--- src/rtl/drop_timer_ctrl.sv ---
// Gravity-timer sequencer for an external cascade of 161-style 4-bit counters.
// Computes the reload preset from level / soft-drop, drives load and enable,
// and turns the cascade's terminal count into a one-cycle drop_tick.
module drop_timer_ctrl #(
  parameter int STAGES      = 3,
  parameter int BASE_PERIOD = 3000,
  parameter int LEVEL_STEP  = 250,
  parameter int MIN_PERIOD  = 250,
  parameter int SOFT_PERIOD = 100
) (
  input  logic                  CP,
  input  logic                  CRn,
  input  logic                  start,
  input  logic                  stop,
  input  logic                  pause,
  input  logic                  soft_drop,
  input  logic [3:0]            level,
  input  logic                  cnt_tc,
  output logic                  cnt_LDn,
  output logic [4*STAGES-1:0]   cnt_D,
  output logic                  cnt_en,
  output logic                  drop_tick,
  output logic                  busy,
  output logic                  paused
);

  localparam int W  = 4 * STAGES;
  // Six spare bits keep BASE - 15*STEP from wrapping before the clamp.
  localparam int PW = W + 6;

  localparam logic signed [PW-1:0] BASE_S = PW'(BASE_PERIOD);
  localparam logic signed [PW-1:0] STEP_S = PW'(LEVEL_STEP);
  localparam logic signed [PW-1:0] MIN_S  = PW'(MIN_PERIOD);
  localparam logic signed [PW-1:0] SOFT_S = PW'(SOFT_PERIOD);
  // The cascade counts P .. 2^W-1 and wraps, so P = 2^W + 1 - T gives T cycles
  // between ticks once the load/tick cycle is included.
  localparam logic signed [PW-1:0] FULL_S = PW'((1 << W) + 1);

  typedef enum logic [2:0] {
    IDLE,
    LOAD,
    RUN,
    TICK,
    PAUSE
  } state_t;

  state_t                 state;
  state_t                 next_state;
  logic                   soft_q;
  logic                   soft_rise;
  logic [W-1:0]           preset_q;
  logic [W-1:0]           preset_calc;
  logic signed [PW-1:0]   level_s;
  logic signed [PW-1:0]   level_period;
  logic signed [PW-1:0]   period;

  assign soft_rise = soft_drop & ~soft_q;
  assign cnt_D     = preset_q;

  // Period selection and preset arithmetic for the next reload.
  // NOTE: combinational blocks use blocking '=' so later lines see the updated
  // value (level_period is refined in place); every target gets a value first.
  always_comb begin
    level_s      = $signed({{(PW-4){1'b0}}, level});
    level_period = BASE_S - level_s * STEP_S;
    if (level_period < MIN_S) level_period = MIN_S;
    period       = soft_drop ? SOFT_S : level_period;
    preset_calc  = W'(FULL_S - period);
  end

  // State register.
  // NOTE: clocked state uses non-blocking '<=' so every register samples
  // pre-edge values and the simulation order of blocks cannot matter.
  always_ff @(posedge CP) begin
    if (!CRn) state <= IDLE;
    else      state <= next_state;
  end

  // Preset capture on entry to LOAD/TICK; soft_drop history for edge detect.
  always_ff @(posedge CP) begin
    if (!CRn) begin
      preset_q <= '0;
      soft_q   <= 1'b0;
    end else begin
      soft_q <= soft_drop;
      if ((next_state == LOAD) || (next_state == TICK)) preset_q <= preset_calc;
    end
  end

  // Next-state decode; stop overrides everything, cnt_tc beats a soft restart.
  always_comb begin
    next_state = state;
    if (stop) begin
      next_state = IDLE;
    end else begin
      unique case (state)
        IDLE:    if (start) next_state = LOAD;
        LOAD:    next_state = pause ? PAUSE : RUN;
        RUN: begin
          if (cnt_tc)         next_state = TICK;
          else if (soft_rise) next_state = LOAD;
          else if (pause)     next_state = PAUSE;
        end
        TICK:    next_state = pause ? PAUSE : RUN;
        PAUSE:   if (!pause) next_state = RUN;
        default: next_state = IDLE;
      endcase
    end
  end

  // Moore outputs decoded from state; TICK doubles as the reload cycle.
  always_comb begin
    cnt_LDn   = 1'b1;
    cnt_en    = 1'b0;
    drop_tick = 1'b0;
    paused    = 1'b0;
    busy      = (state != IDLE);
    unique case (state)
      IDLE:  ;
      LOAD:  cnt_LDn = 1'b0;
      RUN:   cnt_en  = 1'b1;
      TICK: begin
        cnt_LDn   = 1'b0;
        drop_tick = 1'b1;
      end
      PAUSE: paused = 1'b1;
      default: ;
    endcase
  end

endmodule
--- config.mk ---
export PLATFORM = sky130hd
export DESIGN_NAME = drop_timer_ctrl
export DESIGN_NICKNAME = d
export VERILOG_FILES = /design/src/rtl/drop_timer_ctrl.sv
export SDC_FILE = /design/constraint.sdc
export NUM_CORES = 1
export LEC_CHECK = 0
export CAP_MARGIN = 20
export CELL_PAD_IN_SITES_DETAIL_PLACEMENT = 1
export CELL_PAD_IN_SITES_GLOBAL_PLACEMENT = 1
export CORE_UTILIZATION = 41
export CTS_BUF_LIST = sky130_fd_sc_hd__clkbuf_4 sky130_fd_sc_hd__clkbuf_8
export CTS_CLUSTER_DIAMETER = 60
export CTS_CLUSTER_SIZE = 20
export DETAILED_ROUTE_END_ITERATION = 12
export PLACE_DENSITY_LB_ADDON = 0.1
export SLEW_MARGIN = 20
export SYNTH_ARGS = -nofsm -noshare
export SYNTH_HDL_FRONTEND = slang
export SYNTH_SLANG_ARGS = --single-unit
--- constraint.sdc ---
create_clock -name CP -period 6.3 [get_ports CP]
set_clock_uncertainty 0.2 [all_clocks]
set_input_delay 1.26 -clock CP [delete_from_list [all_inputs] [get_ports CP]]
set_output_delay 1.26 -clock CP [all_outputs]
set_load 0.05 [all_outputs]
==> flow_metrics.tcl, run 1 <==
set metrics [dict create \
    hold_start "cnt_D[0]" \
    track_usage_pct 21.1 \
    via_count 1622 \
    synth_edf_count 0 \
    grt_pass1_wl_um 7270 \
    worstPathRequired_ns 6.28 \
    cts_buffers 3 \
    fmax_ghz 0.166 \
    intPower_mw 0.313 \
    clock-root-buffer "clkbuf_8" \
    io_buffers 27 \
    initial_core_util_pct 43.3 \
    finalWorstPathRequiredPeriod_ns 6.03 \
    cts_setup_buffers 0 \
    cts.reportedPaths.clkPinSlew_ns 0.06 \
    rows 23 \
    p_sw_mw 0.260 \
    r2r.worst_path.cells 6 \
    htree_levels 1 \
    grt_pass1_vias 1591 \
    power_frac_comb_pct 67.0 \
    setup_ws_ns 0.267 \
    ys_seq_elements 16 \
    overflow 0 \
    holdWs_ns 0.265 \
    hold_depth 1 \
    synth_top_area_share_pct 18.2 \
    worstSetupPathType "in -> reg" \
    startpoint_type "primary input" \
    outcome "complete, no violations" \
    hold_path.class "reg -> reg" \
    swShare_pct 45.4 \
    ys_seq_area_share_pct 18.2 \
    finalSetupViolations 0 \
    clock_power_share_pct 13.2 \
    pwr_density_cell_nw_per_um2 263 \
    fin_nets 284 \
    syn_nets 252 \
    dp.cells 295 \
    synth_area_leaders "dfxtp_1, ha_1, fa_1, xnor2_1, inv_1" \
    drt_pass1_iterations 4 \
    drt_iter0_markers 57 \
    viasPerCell 5.44 \
    cts_buffer_depth 2 \
    drive_gt1_share_pct 10.1 \
    fin_tns_setup_ns 0 \
    r2r-end "cnt_D[11]" \
    synthFlopType "dfxtp_1" \
    synth.avg_cell_area_um2 8.06 \
    clock_sinks 16 \
    routabilityCongestion 0.844 \
    crit_path_end_kind "flop" \
    critPathArrivalTime_ns 6.01 \
    ys_warn_count 0 \
    worst_pin_slew_ns 0.671 \
    async_reset_ff_share_pct 0 \
    vdd_ir_drop_max_uv 115 \
    timing.final.crit_share_pct 95.8 \
    timing.final.hold_violations 0 \
    whs_endpoint "cnt_D[0]" \
    r2r_start "state[2]" \
    drtAntennaViolNets 0 \
    nFillCells 503 \
    rsz0062_at_grt "no" \
    synth_top_area_cell "dfxtp_1" \
    diodes 0 \
    seqPwrFrac_pct 19.9 \
    finalMaxSlewViolations 0 \
    place_ws_ns -0.0793 \
    antenna_found_initial 0 \
    maxSlewHeadroom_pct 55.1 \
    cts_tree "done" \
    fp.coreArea_um2 4060 \
    r2r_setup_slack_ns 4.00 \
    ys_types 53 \
    max-cap-violations 0 \
    grt_max_degree 16 \
    io_pins 28 \
    areaGrowthSynthToFinish_pct 23.9 \
    die_h_um 67.5 \
    clkLatencyLatePin_ns 0.24 \
    drcViolationCount 0 \
    fin_cells 298 \
    wire_per_inst_um 15.0 \
    p_leak_nw 0.907 \
    drt-total-wl_um 4470 \
    syn_inst 218 \
    hpwl_um 3650 \
    critPathMaxFanout 8 \
    die_w_um 67.5 \
    die_area_um2 4550 \
    syn_area_um2 1760 \
]
==> critical path, stage by stage <==
cell	delay [ns]
clkdlybuf4s50_1	0.49
fa_1	0.60
inv_1	0.10
fa_1	0.50
inv_1	0.04
ha_1	0.36
nor4bb_4	0.21
or4_4	0.53
and2_1	0.20
a311o_1	0.40
a21oi_1	0.17
ha_1	0.32
nand3_1	0.19
nand2b_1	0.19
mux2_2	0.29
a31oi_1	0.15
==> placed cells by master (no fill, tap or decap), types with 4 or more instances in the layout <==
cell	n
nand2b_1	5
xor2_1	6
nor2_1	19
dfxtp_1	16
nor3_1	7
fa_1	7
buf_4	7
o21ai_0	14
nand2_1	16
nand3_1	4
clkdlybuf4s50_1	27
inv_1	19
xnor2_1	10
a21oi_1	7
a31oi_1	6
nor2b_1	4
ha_1	16
==> kinds of logic (layout without fill, tap and decap cells) <==
logic type	Yosys count	in the layout	share of synthesized area (%)
AO/OA/AOI/OAI	53	53	21.0
XOR/XNOR	17	17	8.48
adder cells (fa/ha/maj)	23	23	19.4
buffers and inverters	26	56	5.98
flip-flops	16	16	18.2
multiplexers	3	3	2.14
AND/OR/NAND/NOR	80	80	24.8
==> worst max-delay path by stage <==
stage,start,to,slack [ns],cells past startpoint
after floorplan,level[1],cnt_D[9],0.63,19
after global placement,level[2],cnt_D[9],0.05,17
after detailed placement,level[2],cnt_D[9],-0.08,17
after CTS,level[2],cnt_D[9],0.16,17
after global routing,level[2],cnt_D[9],0.02,18
final,level[2],cnt_D[9],0.27,16
==> layout make-up <==
class	count	area, um2	share of cell area, %
Inverter	19	71.3	3.28
Tap cell	50	62.6	2.87
Timing Repair Buffer	34	323	14.8
Multi-Input combinational cell	176	1360	62.4
Clock buffer	3	41.3	1.90
Sequential cell	16	320	14.7
==> power groups by stage <==
| stage | Combinational (mW) | Sequential, mW | Clock, mW |
|---|---|---|---|
| floorplan | 0.259 | 0.140 | 0 |
| global placement | 0.369 | 0.116 | 0 |
| detailed placement | 0.375 | 0.116 | 0 |
| CTS | 0.377 | 0.114 | 0.0760 |
| global route | 0.422 | 0.115 | 0.0807 |
| finish | 0.384 | 0.114 | 0.0754 |
==> cell usage after synthesis, drive strengths merged (5+ instances only) <==
cell type / number
a21oi: 8
nand2b: 5
o21ai: 15
nor2: 20
xnor2: 10
dfxtp: 16
nor3: 8
fa: 7
ha: 16
inv: 19
a31oi: 6
nand2: 16
clkbuf: 6
xor2: 7
==> what timing repair did <==
| action | in CTS | in global routing |
|---|---|---|
| resized for setup | 0 | 3 |
| setup endpoints to repair | 0 | 3 |
| hold buffers | 0 | 0 |
==> sequential cells by signal, summed over array words and instances (netlist names) <==
register / count
cnt_D: 12
soft_q: 1
state: 3
==> per-layer routing <==
metal / global-route usage, % / vias up / share of wire, %
met1: 26.3 / 753 / 47
li1: - / 837 / -
met5: 0 / - / 0
met2: 39.3 / 27 / 50
met3: 1.52 / 5 / 1.6
met4: 3.99 / 0 / 0.63
==> stage by stage <==
| stage | utilization, % | power [mW] | instance area (um2) |
|---|---|---|---|
| floorplan | - | 0.399 | 1760 |
| global placement | 52.0 | 0.485 | 2110 |
| detailed placement | 52.0 | 0.491 | 2110 |
| CTS | 53.0 | 0.567 | 2150 |
| global route | 53.7 | 0.618 | 2180 |
| finish | 53.7 | 0.573 | 2180 |
(Power assumes the default switching activity.)
==> run 2: changes to the inputs <==
ABC_AREA = 0   (was not set)
==> results of run 2 <==
No change in the layout: final DEF, timing and power equal those of run 1.
